`src/rtl/alu_cmp_seq.sv`:
```
`default_nettype none
// ============================================================================
// Module   : alu_cmp_seq
// Brief    : Multi-cycle EQ/NE/LT/LTU compare sequencer; scans operands one
//            SLICE-bit slice per cycle, MSB slice first, through a single
//            narrow comparator. Optional early exit on first differing slice
//            when ALU_CMP_EARLY_EXIT_EN is defined.
// Revision : 1.0 - initial release
// ============================================================================
module alu_cmp_seq #(
    parameter int WIDTH = 32,
    parameter int SLICE = 8
) (
    input  logic             clk,
    input  logic             reset,
    input  logic             req_valid,
    output logic             req_ready,
    input  logic [WIDTH-1:0] req_a,
    input  logic [WIDTH-1:0] req_b,
    input  logic [1:0]       req_op,
    output logic             rsp_valid,
    input  logic             rsp_ready,
    output logic [WIDTH-1:0] rsp_s,
    output logic             rsp_v,
    output logic             busy
);

    localparam int NSLICE = WIDTH / SLICE;
    localparam int IDXW   = (NSLICE > 1) ? $clog2(NSLICE) : 1;

    localparam logic [IDXW-1:0] c_IDX_TOP = IDXW'(NSLICE - 1);

    localparam logic [1:0] c_ST_IDLE = 2'd0;
    localparam logic [1:0] c_ST_BUSY = 2'd1;
    localparam logic [1:0] c_ST_DONE = 2'd2;

    localparam logic [1:0] c_OP_EQ  = 2'b00;
    localparam logic [1:0] c_OP_NE  = 2'b01;
    localparam logic [1:0] c_OP_LT  = 2'b10;

    generate
        if (WIDTH % SLICE != 0) begin : g_bad_slice
            $error("alu_cmp_seq: WIDTH must be a multiple of SLICE");
        end
    endgenerate

    logic [1:0]       r_state;
    logic [1:0]       w_state_nxt;
    logic [WIDTH-1:0] r_a;
    logic [WIDTH-1:0] r_b;
    logic [1:0]       r_op;
    logic [IDXW-1:0]  r_idx;
    logic             r_diff;
    logic             r_lt;
    logic             r_res;

    logic [SLICE-1:0] w_a_slice;
    logic [SLICE-1:0] w_b_slice;
    logic             w_slice_ne;
    logic             w_sign_case;
    logic             w_diff_nxt;
    logic             w_lt_nxt;
    logic             w_res;
    logic             w_accept;

    assign w_a_slice  = r_a[r_idx*SLICE +: SLICE];
    assign w_b_slice  = r_b[r_idx*SLICE +: SLICE];
    assign w_slice_ne = (w_a_slice != w_b_slice);
    // Signed LT: differing sign bits in the top slice decide the outcome outright.
    assign w_sign_case = (r_idx == c_IDX_TOP) && (r_op == c_OP_LT) &&
                         (r_a[WIDTH-1] ^ r_b[WIDTH-1]);

    always_comb begin
        w_diff_nxt = r_diff;
        w_lt_nxt   = r_lt;
        if (!r_diff && w_slice_ne) begin
            w_diff_nxt = 1'b1;
            w_lt_nxt   = w_sign_case ? r_a[WIDTH-1] : (w_a_slice < w_b_slice);
        end
    end

    always_comb begin
        case (r_op)
            c_OP_EQ: w_res = ~w_diff_nxt;
            c_OP_NE: w_res = w_diff_nxt;
            default: w_res = w_diff_nxt & w_lt_nxt;
        endcase
    end

    assign w_accept = (r_state == c_ST_IDLE) && req_valid;

    always_ff @(posedge clk) begin
        if (reset) begin
            r_state <= c_ST_IDLE;
        end else begin
            r_state <= w_state_nxt;
        end
    end

    always_comb begin
        w_state_nxt = r_state;
        case (r_state)
            c_ST_IDLE: begin
                if (req_valid) begin
                    w_state_nxt = c_ST_BUSY;
                end
            end
            c_ST_BUSY: begin
                if (r_idx == '0) begin
                    w_state_nxt = c_ST_DONE;
                end
`ifdef ALU_CMP_EARLY_EXIT_EN
                else if (!r_diff && w_slice_ne) begin
                    w_state_nxt = c_ST_DONE;
                end
`endif
            end
            c_ST_DONE: begin
                if (rsp_ready) begin
                    w_state_nxt = c_ST_IDLE;
                end
            end
            default: w_state_nxt = c_ST_IDLE;
        endcase
    end

    always_ff @(posedge clk) begin
        if (reset) begin
            r_a    <= '0;
            r_b    <= '0;
            r_op   <= c_OP_EQ;
            r_idx  <= '0;
            r_diff <= 1'b0;
            r_lt   <= 1'b0;
            r_res  <= 1'b0;
        end else begin
            if (w_accept) begin
                r_a    <= req_a;
                r_b    <= req_b;
                r_op   <= req_op;
                r_idx  <= c_IDX_TOP;
                r_diff <= 1'b0;
                r_lt   <= 1'b0;
            end else if (r_state == c_ST_BUSY) begin
                r_diff <= w_diff_nxt;
                r_lt   <= w_lt_nxt;
                if (r_idx != '0) begin
                    r_idx <= r_idx - 1'b1;
                end
                if (w_state_nxt == c_ST_DONE) begin
                    r_res <= w_res;
                end
            end
        end
    end

    assign req_ready = (r_state == c_ST_IDLE);
    assign rsp_valid = (r_state == c_ST_DONE);
    assign busy      = (r_state == c_ST_BUSY) || (r_state == c_ST_DONE);
    assign rsp_s     = WIDTH'(r_res);
    assign rsp_v     = 1'b0;

endmodule
`default_nettype wire

```
`config.mk`:
```
export PLATFORM = sky130hd
export DESIGN_NAME = alu_cmp_seq
export DESIGN_NICKNAME = d
export VERILOG_FILES = /design/src/rtl/alu_cmp_seq.sv
export SDC_FILE = /design/constraint.sdc
export NUM_CORES = 1
export LEC_CHECK = 0
export CAP_MARGIN = 20
export CORE_MARGIN = 2
export CORE_UTILIZATION = 40
export DETAILED_ROUTE_END_ITERATION = 7
export PLACE_DENSITY = 0.7
export SLEW_MARGIN = 10
export SYNTH_ARGS = -nofsm -noshare
export SYNTH_HDL_FRONTEND = slang
export SYNTH_SLANG_ARGS = --single-unit
export TNS_END_PERCENT = 1
```
`constraint.sdc`:
```
create_clock -name clk -period 3.5 [get_ports clk]
set_input_delay 0.525 -clock clk [delete_from_list [all_inputs] [get_ports clk]]
set_output_delay 0.525 -clock clk [all_outputs]
set_load 0.005 [all_outputs]
```
# Yosys cells after proc, flatten, opt, wreduce, memory -nomap -nowiden

Cells that the tools add are included.
Widths: inputs -> output; s select.

Flip-flop bits (word level): 73
Input bits: 70
Output and inout port bits: 36
Word-level logic and storage cells: 49

$add $sub $neg: 1
$lt $le $gt $ge: 1
Equality and inequality tests: 7
Shift operators: 2
Mux-type cells: 11
Bitwise gates (word level): 4
Reductions and logical operators: 15

Operators with widths:

| cell                | number |
|---|---|
| $shiftx 32x6->8     | 2 |
| $mux 2              | 6 |
| $eq 2x2->1 const B  | 4 |
| $lt 8x8->1          | 1 |
| $ne 8x8->1          | 1 |
| $logic_not 2->1     | 3 |
| $pmux 2 s3          | 1 |
| $reduce_bool 2->1   | 3 |
| $eq 2x1->1 const B  | 2 |
| $logic_and 1x1->1   | 4 |
| $mux 1              | 3 |
| $reduce_and 3->1    | 1 |
| $not 1->1           | 2 |
| $pmux 1 s2          | 1 |
| $reduce_and 2->1    | 1 |
| $reduce_or 2->1     | 1 |
| $sub 2x1->2 const B | 1 |
| $and 1x1->1         | 1 |
| $logic_not 1->1     | 1 |
| $logic_or 1x1->1    | 1 |
| $xor 1x1->1         | 1 |

# Longest topological paths before layout

Gate-level depths: netlist of the first run.

Depth in word-level cells: 7
Mapped depth: 10
Gate-level depth less buffers: 8

# Worst setup path before layout of the first run

OpenSTA, ideal clock, no wires.

Path kind: reg-to-reg
From: register r_idx[0]
To: register r_lt
Setup time: 103 ps
Arrival: 2570 ps
Data required time: 3397 ps
Path slack: 827 ps
Stages on the path, launching flop included: 10
Path buffers: 2
Period minus slack after synthesis: 2673 ps
Cell sequence: dfxtp_1 buf_4 buf_2 mux4_2 ha_1 nor2b_4 o211ai_2 a21oi_1 o31a_1 a2111oi_2

Cells in the longest elaborated chain, start to end: 5
Elaborated cells between the ends (all ways): 10
Classes of those cells: order compare: 1; eq/ne: 2; shift: 2; mux: 2; reduce/logical: 3

RTL lines:

| what                                               | RTL line | source |
|---|---|---|
| start, declared                                    | 52       | `logic [IDXW-1:0] r_idx;` |
| start signal, assigned                             | 141      | `r_idx <= c_IDX_TOP;` |
| start signal, assigned                             | 148      | `r_idx <= r_idx - 1'b1;` |
| branches (longest 4 deep; another with $lt 8x8->1) | -        |  |
| $mux 1 *                                           | 76       | `if (!r_diff && w_slice_ne) begin` |
| end signal, assigned                               | 146      | `r_lt <= w_lt_nxt;` |
| end, declared                                      | 54       | `logic r_lt;` |

Every way passes the cells marked *.
A chain may end at the register's enable or synchronous reset.

# Worst setup path in the final report of the first run

Ends and elaborated chain as after synthesis.

==> results.md, run 1 <==
* Status: finished, final reports clean
* Routed WL per cell at around 13 microns
* Reg-to-reg startpoint: r_idx[0]$_SDFFE_PP0P_
* Antenna cell count at 0
* CP endpoint kind: flop
* Synth Instances at about 420
* Ports at roughly 110
* Commonest non-fill, non-tap cell in the layout: nand2_1
* # DRC at 0
* Worst-path clk slew at 0.07 ns
* Die Footprint at between 9000 and 10,000 sq um
* Top_reg_cell synth: dfxtp_1
* Most frequent cells in the layout: nand2_1, a21oi_1, dfxtp_1
* Hold Crit Endpoint: r_b[29]$_SDFFE_PP0P_
* Core area at between 8000 and 9000 sq um
* CTS resizes at 0
* Peak supply drop at 0.238 mV
* Sw Ratio at 0.298
* Top cells by area, synth: dfxtp_1, nand2_1, a21oi_1
* R2R depth at 8
* Post-synth EDFFs at 0
* Min setup slack post-route at about 0.96 ns
* Gate power share at 0.272
* RSZ-0062 raised after global routing: no
* Die height at 98.3 microns
* Util after Layout at 0.511
* FF-to-FF End: r_lt$_SDFFE_PP0P_
* Skew final at 0.00592 ns
* Post-synth top area share at 0.411
* Layout Nets at 570
* Initial antenna violation count at 0
* Post-synth top area cell: dfxtp_1
* I/O Buffers at between 70 and 80
* Core Rows at 34
* DP HPWL at slightly above 6000 microns
* Antenna Violating Nets Remaining at 0
* Worst-skew pair later-pin latency at approximately 0.34 ns
* Vias in the first global route at approximately 2,800
* Sequential fraction of the synthesis area at 0.411
* Least-Margin Pin Slew at between 0.8 and 0.9 ns
* 1st-iter DRT viols at around 120
* Post-CTS Hold Buffers at 0
* Initial DRT Pass Iterations at 4
* Switching power total at 647 uW
* Setup_tns at 0 ns
* Worst min path class: reg2reg
* Vias at about 2,900
* Crit share post-route at 0.726
* HP Start: r_b[29]$_SDFFE_PP0P_
* Vias per inst at a little under 5
* Hold Vio Cnt, Final at 0
* Req. time, crit path at ~3.7 ns
* Layout area overhead at 24.8%
* CTS tree: built
* Leakage at roughly 1.7 nW
* Layout cells sized above 1 at 0.0916
* # clock sinks at between 70 and 80
* Final wirelength at 7940 microns
* Max-cap check violation count at 0
* Syn avg cell area at 8.40 sq um
* Clk pwr share at 0.286
* Setup violators final at 0
* Asr flop ratio synth at 0
* # Post-CTS Setup Buffers at 0
* CTS root buf: clkbuf_8
* Routability cong. at 0.837
* Hold path depth at 2
* Synthesis-stage register bit count at 73
* Grt ovf at 0
* First-pass GRT wire length at ~13,000 microns
* Max frequency at 393 MHz
* Sequential Power Share at 0.442
* All-Layer GR Usage at 0.166
* Post-Place Setup Slack at 0.986 ns
* CP Class: reg2reg
* CTS Buf Count at 9
* Tmin final at 2.54 ns
* H-Tree Level Count at 3
* CP max FO at 11
* PwrDens at a little under 500 nW/um^2
* Worst relative slew slack at 0.452
* Fin. max-slew vios at 0
* Largest net degree at the start of global routing at 49
* CTS max path bufs at 2
* Internal power at ~1.5 mW
* Die width at 98.3 microns
* Post-Syn Area at around 3600 sq um
* YS warnings at 0
* Startpoint types: flop
* Initial Util at 0.410
* Unique cell type count in the Yosys netlist at 32
* R2R Setup Slk at between 0.9 and 1 ns
* Power Total at 2.17 mW
* Worst EP arrival at ~2.8 ns
[worst max path at each step]
stage | startpoint | to | slack, ns | cells past startpoint
after floorplan | r_idx[0]$_SDFFE_PP0P_ | r_lt$_SDFFE_PP0P_ | 0.83 | 9
after global placement | r_idx[0]$_SDFFE_PP0P_ | r_lt$_SDFFE_PP0P_ | 1.06 | 8
after detailed placement | r_idx[0]$_SDFFE_PP0P_ | r_lt$_SDFFE_PP0P_ | 0.99 | 8
after CTS | r_idx[0]$_SDFFE_PP0P_ | r_lt$_SDFFE_PP0P_ | 0.97 | 8
after global routing | r_idx[0]$_SDFFE_PP0P_ | r_lt$_SDFFE_PP0P_ | 0.83 | 8
final | r_idx[0]$_SDFFE_PP0P_ | r_lt$_SDFFE_PP0P_ | 0.96 | 8
[state kept, by name (all words and copies together), names as in the netlist]
| name | flops |
|---|---|
| r_b | 32 |
| r_res | 1 |
| r_diff | 1 |
| r_idx | 2 |
| r_op | 2 |
| r_state | 2 |
| r_lt | 1 |
| r_a | 32 |
[critical path: stages (launching register included)]
cell	delay [ns]
dfxtp_1	0.34
buf_4	0.23
mux4_2	0.53
ha_1	0.32
nor2b_4	0.13
o211ai_2	0.12
a21oi_1	0.08
o31a_1	0.33
a2111oi_2	0.35
[cells in the mapped netlist (3+ instances only)]
library cell,count
inv_1,17
nor2_1,4
nand2_1,135
a21oi_1,78
dfxtp_1,73
buf_4,34
buf_1,5
buf_2,7
ha_1,14
clkbuf_1,13
mux4_2,16
nor3b_1,3
[per-stage QoR]
step | cell area, sq um | hold slack, ns | cells
2_1_floorplan | 3670 | 0.433 | 454
3_3_place_gp | 4230 | 0.440 | 582
3_5_place_dp | 4250 | 0.447 | 583
4_1_cts | 4440 | 0.458 | 599
5_1_grt | 4440 | 0.479 | 599
6_report | 4440 | 0.457 | 599
[area by class of cell]
cell class	count	area, sq um
Clock buffer	11	131
Clock inverter	5	56.3
Fill cell	835	4240
Inverter	17	63.8
Multi-Input combinational cell	305	1800
Sequential cell	73	1460
Tap cell	108	135
Timing Repair Buffer	80	791
[cells by family after synthesis]
group                      Yosys count  share of synthesized area
adders and majority gates           14                     0.0493
AOI/OAI and AO/OA                   88                      0.135
xor gates and xnor gates             2                    0.00493
buffers and inverters               76                      0.119
and+or+nand+nor                    153                      0.178
DFF                                 73                      0.411
other                                1                    0.00105
muxes                               16                      0.101
[power by group through the flow]
stage / combinational [mW] / sequential, mW / clock [mW]
floorplan: 0.441 / 0.956 / 0
finish: 0.592 / 0.960 / 0.622
CTS: 0.596 / 0.960 / 0.644
detailed placement: 0.592 / 0.979 / 0
global route: 0.657 / 0.969 / 0.680
global placement: 0.565 / 0.977 / 0
[per-layer routing]
| metal | vias up | global-route usage | wire length (microns) | part of all wire |
|---|---|---|---|---|
| li1 | 1472 | - | - | - |
| met1 | 1350 | 0.201 | 3350 | 0.42 |
| met2 | 89 | 0.288 | 4100 | 0.52 |
| met3 | 8 | 0.0351 | 391 | 0.049 |
| met4 | 0 | 0.0664 | 96 | 0.012 |
| met5 | - | 0 | 0 | 0 |
No activity file was read; power rests on OpenSTA's default activity.
==> inputs of run 2 (changes only) <==
==> constraint.sdc (replaced) <==
create_clock -name clk -period 2.44 [get_ports clk]
set_input_delay 0.366 -clock clk [delete_from_list [all_inputs] [get_ports clk]]
set_output_delay 0.366 -clock clk [all_outputs]
set_load 0.005 [all_outputs]
==> results.md, run 2 (synthesized netlist as in run 1, its figures left out) <==
* Max incr delay on CP at 0.50 ns (-0.03 ns)
* Die height at 98.3 microns (unchanged)
* DP Area at 4290 sq um (+1.1%)
* Status: finished, final reports clean
* Worst hold slack at 0.454 ns (-0.00269 ns)
* Initial antenna violation count at 0 (unchanged)
* Peak supply drop at 0.439 mV (+84%)
* Die width at 98.3 microns (unchanged)
* Worst-skew pair later-pin latency at 0.35 ns (about the same)
* Startpoint types: flop
* Crit share post-route at 0.982 (+0.256)
* Leakage at 1.77 nW (+3.0%)
* Layout cells sized above 1 at 0.119 (+0.0275)
* Skew final at 0.00406 ns (-0.00186 ns)
* Hold path depth at 2 (unchanged)
* Max frequency at 417 MHz (+6.0%)
* Biggest regs: r_a (32), r_b (32)
* PwrDens at 731 nW/um^2 (+49%)
* Fin. max-slew vios at 0 (unchanged)
* Layout area overhead at 29.7%
* Top delay family on crit path: compound AO/OA/AOI/OAI gates
* Tmin final at 2.40 ns (-0.145 ns)
* Vias at 2,942 (+0.79%)
* Worst relative slew slack at 0.664 (+0.212)
* Hold Vio Cnt, Final at 0 (unchanged)
* Critical-path cell list: buf_8, mux4_2, ha_1, a21oi_1, o21ai_0, o31a_1, a2111oi_2
* Most frequent cells in the layout: nand2_1, a21oi_1, clkdlybuf4s50_1
* Commonest non-fill, non-tap cell in the layout: nand2_1
* CP Class: reg2reg
* Worst min path class: reg2reg
* Cell area after layout at 4610 sq um (+3.9%)
* Vias in the first global route at 2,887 (+3.8%)
* Largest net degree at the start of global routing at 69 (+41%)
* Grt ovf at 0 (unchanged)
* 1st-iter DRT viols at 152 (+28%)
* CTS tree: built
* Layout Nets at 574 (+0.70%)
* WP buf/inv at 1 (unchanged)
* I/O Buffers at 73 (unchanged)
* DRT met1 WL at 3430 microns (+2.3%)
* Worst EP arrival at 2.63 ns (-0.15 ns)
* Finished Layout Cells at 603 (+0.67%)
* Ports at 106 (unchanged)
* Util after Layout at 0.531 (+0.0199)
* DP HPWL at 5950 microns (-3.7%)
* FF-to-FF End: r_lt$_SDFFE_PP0P_
* CTS root buf: clkbuf_8
* CTS Buf Count at 9 (unchanged)
* HP Start: r_b[11]$_SDFFE_PP0P_
* First-pass GRT wire length at 13,000 microns (+1.7%)
* CP endpoint kind: flop
* Routed WL per cell at 13.4 microns (+1.2%)
* Post-Place Setup Slack at 0.0532 ns (-0.932 ns)
* R2R Setup Slk at 0.04 ns (-0.91 ns)
* Routability cong. at 0.864 (+3.3%)
* Worst-path clk slew at 0.08 ns (about the same)
* Setup_tns at 0 ns (unchanged)
* Die Footprint at 9660 sq um (unchanged)
* CTS max path bufs at 2 (unchanged)
* CP max FO at 8 (-3)
* Core Rows at 34 (unchanged)
* Initial Util at 0.410 (unchanged)
* Min setup slack post-route at 0.0430 ns (-0.915 ns)
* Antenna Violating Nets Remaining at 0 (unchanged)
* Crit-path slowest cell: mux4_2
* Core area at 8680 sq um (unchanged)
* All-Layer GR Usage at 0.170 (+0.00384)
* Initial DRT Pass Iterations at 4 (unchanged)
* Placed insts at 584 (+0.17%)
* # clock sinks at 73 (unchanged)
* Power Total at 3.37 mW (+55%)
* Met3 wire len at 348 microns (-11%)
* Hold Crit Endpoint: r_b[11]$_SDFFE_PP0P_
* Req. time, crit path at 2.68 ns (-1.06 ns)
* H-Tree Level Count at 3 (unchanged)
* R2R depth at 7 (-1)
* WL met2 at 4150 microns (+1.2%)
* Max-cap check violation count at 0 (unchanged)
* Least-Margin Pin Slew at 0.504 ns (-0.318 ns)
* # DRC at 0 (unchanged)
* Antenna cell count at 0 (unchanged)
* Vias per inst at 4.88 (+0.12%)
* Final wirelength at 8090 microns (+1.9%)
* DR top layer: met4
* Setup violators final at 0 (unchanged)
* Reg-to-reg startpoint: r_idx[0]$_SDFFE_PP0P_
run 2: cell count changes in the layout (fill, tap and decap cells not counted), sizes merged:
cell,change
clkinvlp,+1
buf,+4
clkinv,-1
clkbuf,-2
bufinv,+1
inv,+1
run 2: worst reg2reg max path, cell delays in order, from the launching register on:
cell       delay [ns]
dfxtp_4          0.37
buf_8            0.14
mux4_2           0.50
ha_1             0.34
a21oi_1          0.14
o21ai_0          0.11
o31a_1           0.35
a2111oi_2        0.34
run 2: where the power goes:
| group | internal [mW] | total [mW] | leakage (nW) | switching [mW] |
|---|---|---|---|---|
| logic | 0.490 | 0.954 | 1.06 | 0.463 |
| registers | 1.30 | 1.38 | 0.601 | 0.0774 |
| clock network | 0.575 | 1.03 | 0.106 | 0.458 |
run 2: cell type report:
type	count	area, sq um
timing repair buffer	84	865
clock inverter	7	93.8
sequential	73	1470
inverter	17	63.8
tap	108	135
multi-input combinational	305	1860
clock buffer	9	124
fill	812	4070
run 2: repair_timing:
action,4_1_cts,5_1_grt
setup endpoints to repair,0,2
hold buffers,0,0
setup buffers,0,3
gates resized for setup,0,14
run 2: worst max path at each step:
stage / from / to / slack (ns) / cells past startpoint
global placement: r_idx[0]$_SDFFE_PP0P_ / r_lt$_SDFFE_PP0P_ / 0.09 / 8
detailed placement: r_idx[0]$_SDFFE_PP0P_ / r_lt$_SDFFE_PP0P_ / 0.05 / 7
CTS: r_idx[0]$_SDFFE_PP0P_ / r_res$_SDFFE_PP0P_ / 0.03 / 8
global route: r_idx[0]$_SDFFE_PP0P_ / r_lt$_SDFFE_PP0P_ / -0.11 / 7
floorplan: r_idx[0]$_SDFFE_PP0P_ / r_lt$_SDFFE_PP0P_ / 0.03 / 9
finish: r_idx[0]$_SDFFE_PP0P_ / r_lt$_SDFFE_PP0P_ / 0.04 / 7
run 2: routing by layer:
layer  GRT usage  vias to the layer above
met5           0                        -
met4      0.0790                        0
met3      0.0408                       13
met2       0.298                       75
met1       0.194                     1375
li1            -                     1479
==> inputs of run 3 (changes only) <==
--- a/config.mk
+++ b/config.mk
@@ -7,9 +7,8 @@
 export LEC_CHECK = 0
 export CAP_MARGIN = 20
 export CORE_MARGIN = 2
-export CORE_UTILIZATION = 40
+export CORE_UTILIZATION = 28
 export DETAILED_ROUTE_END_ITERATION = 7
-export PLACE_DENSITY = 0.7
 export SLEW_MARGIN = 10
 export SYNTH_ARGS = -nofsm -noshare
 export SYNTH_HDL_FRONTEND = slang
==> results.md, run 3 (synthesized netlist as in run 1, its figures left out) <==
* Status: finished, final reports clean
* Core area at 12,500 sq um (+44%)
* RSZ-0062 raised after global routing: yes
* DP HPWL at 6510 microns (+9.5%)
* Sw Ratio at 0.284 (-0.0125)
* Vias in the first global route at 2,942 (+1.9%)
* Setup_tns at 0 ns (unchanged)
* Worst hold slack at 0.456 ns (+0.00178 ns)
* Layout area overhead at 39.0%
* Die width at 117 microns (+19%)
* DR top layer: met4
* Post-CTS Hold Buffers at 0 (unchanged)
* Worst EP arrival at 2.63 ns (about the same)
* Biggest regs: r_a (32), r_b (32)
* Max-cap check violation count at 0 (unchanged)
* H-Tree Level Count at 3 (unchanged)
* Worst-path clk slew at 0.05 ns (-0.03 ns)
* Cell area after layout at 4940 sq um (+7.2%)
* Setup violators final at 0 (unchanged)
* Gate power share at 0.278 (-0.005)
* Peak supply drop at 0.372 mV (-15%)
* R2R Setup Slk at 0.04 ns (about the same)
* Fin. max-slew vios at 0 (unchanged)
* Initial DRT Pass Iterations at 4 (unchanged)
* CP Class: reg2reg
* CTS tree: built
* I/O Buffers at 73 (unchanged)
* First-pass GRT wire length at 14,000 microns (+8.1%)
* Skew final at 0.00512 ns (+0.00106 ns)
* FF-to-FF End: r_lt$_SDFFE_PP0P_
* Least-Margin Pin Slew at 0.644 ns (+0.140 ns)
* HP Start: r_a[8]$_SDFFE_PP0P_
* WL met2 at 4520 microns (+9.0%)
* CP max FO at 7 (-1)
* Most frequent cells in the layout: nand2_1, a21oi_1, clkdlybuf4s50_1, dfxtp_1, conb_1
* Initial antenna violation count at 0 (unchanged)
* Reg-to-reg startpoint: r_idx[0]$_SDFFE_PP0P_
* Startpoint types: flop
* Met3 wire len at 364 microns (+4.6%)
* Req. time, crit path at 2.67 ns (about the same)
* Crit share post-route at 0.983 (about the same)
* Worst relative slew slack at 0.571 (-0.0935)
* R2R depth at 7 (unchanged)
* DRT met1 WL at 3850 microns (+12%)
* Die height at 117 microns (+19%)
* Leakage at 1.89 nW (+6.5%)
* Internal power at 2.77 mW (+17%)
* Ports at 106 (unchanged)
* Vias at 3,030 (+3.0%)
* Switching power total at 1.10 mW (+10%)
* Core Rows at 41 (+21%)
* Hold Vio Cnt, Final at 0 (unchanged)
* Max frequency at 417 MHz (about the same)
* PwrDens at 783 nW/um^2 (+7.1%)
* 1st-iter DRT viols at 111 (-27%)
* # clock sinks at 73 (unchanged)
* Hold path depth at 2 (unchanged)
* CP endpoint kind: flop
* Die Footprint at 13,600 sq um (+41%)
* Vias per inst at 4.47 (-8.4%)
* Hold Crit Endpoint: r_a[8]$_SDFFE_PP0P_
* Worst-skew pair later-pin latency at 0.34 ns (about the same)
* Routed WL per cell at 13.2 microns (-1.3%)
* Layout Nets at 585 (+1.9%)
* CTS max path bufs at 2 (unchanged)
* Sequential Power Share at 0.359 (-0.051)
* Clk pwr share at 0.364 (+0.057)
* Worst min path class: reg2reg
* Antenna Violating Nets Remaining at 0 (unchanged)
* CTS Buf Count at 9 (unchanged)
* Largest net degree at the start of global routing at 69 (unchanged)
* Final wirelength at 8980 microns (+11%)
* DP Area at 4380 sq um (+2.0%)
* Initial Util at 0.284 (-0.126)
* All-Layer GR Usage at 0.134 (-0.0353)
* Routability cong. at 0.858 (-0.76%)
* Antenna cell count at 0 (unchanged)
* # DRC at 0 (unchanged)
* Grt ovf at 0 (unchanged)
* Layout cells sized above 1 at 0.156 (+0.0369)
* CTS root buf: clkbuf_16
* Commonest non-fill, non-tap cell in the layout: nand2_1
* Tmin final at 2.40 ns (+0.00185 ns)
run 3: changes by cell type in the layout (fill, tap and decap cells not counted), sizes merged:
| cell | before | now |
|---|---|---|
| buf | 12 | 23 |
| clkinv | 2 | 4 |
| clkinvlp | 2 | 1 |
| inv | 18 | 17 |
run 3: how the worst max path moves through the flow:
| stage | startpoint | end | slack [ns] | cells after the start |
|---|---|---|---|---|
| 3_5_place_dp | r_idx[0]$_SDFFE_PP0P_ | r_lt$_SDFFE_PP0P_ | -0.05 | 7 |
| 5_1_grt | r_idx[0]$_SDFFE_PP0P_ | r_lt$_SDFFE_PP0P_ | -0.09 | 7 |
| 6_report | r_idx[0]$_SDFFE_PP0P_ | r_lt$_SDFFE_PP0P_ | 0.04 | 7 |
| 4_1_cts | r_idx[0]$_SDFFE_PP0P_ | r_lt$_SDFFE_PP0P_ | 0.007 | 9 |
| 2_1_floorplan | r_idx[0]$_SDFFE_PP0P_ | r_lt$_SDFFE_PP0P_ | 0.03 | 9 |
| 3_3_place_gp | r_idx[0]$_SDFFE_PP0P_ | r_lt$_SDFFE_PP0P_ | 0.06 | 7 |
run 3: repair_timing:
item                                    CTS  global route
pin swaps                                 3             9
gates cloned                              1             0
resized for setup                         3            20
endpoints found under the setup margin    1             2
setup buffers                             3            11
run 3: power groups by stage:
stage          registers, mW  logic, mW  clock network, mW
2_1_floorplan           1.37      0.647                  0
3_3_place_gp            1.40      0.861                  0
3_5_place_dp            1.41      0.892                  0
4_1_cts                 1.38      0.941               1.42
5_1_grt                 1.40       1.19               1.49
6_report                1.39       1.08               1.41
run 3: routing by layer:
metal	vias to the layer above	GRT usage
met1	1431	0.155
met3	20	0.0332
met4	0	0.0580
met5	-	0
li1	1505	-
met2	74	0.236
run 3: cell type report:
cell class,count,area (sq um)
flip-flops and latches,73,1470
clock buffers,9,225
fillers,1265,7570
multi-input cells,305,1910
repair buffers,95,968
inverters,17,63.8
well taps,172,215
clock inverters,7,95.1
run 3: metrics by stage:
step | setup WS [ns] | total power [mW] | cells | util
detailed placement | -0.0470 | 2.30 | 647 | 0.350
global placement | 0.0555 | 2.27 | 647 | 0.350
global route | -0.0883 | 4.07 | 678 | 0.395
finish | 0.0412 | 3.87 | 678 | 0.395
floorplan | 0.0296 | 2.02 | 454 | -
CTS | 0.00667 | 3.74 | 667 | 0.381
run 3: critical path: stages, from the launching register on:
cell and delay, ns:
dfxtp_4 0.39, buf_12 0.14, mux4_2 0.53, ha_4 0.28, a21oi_2 0.14, o21ai_1 0.11, o31a_1 0.36, a2111oi_2 0.35
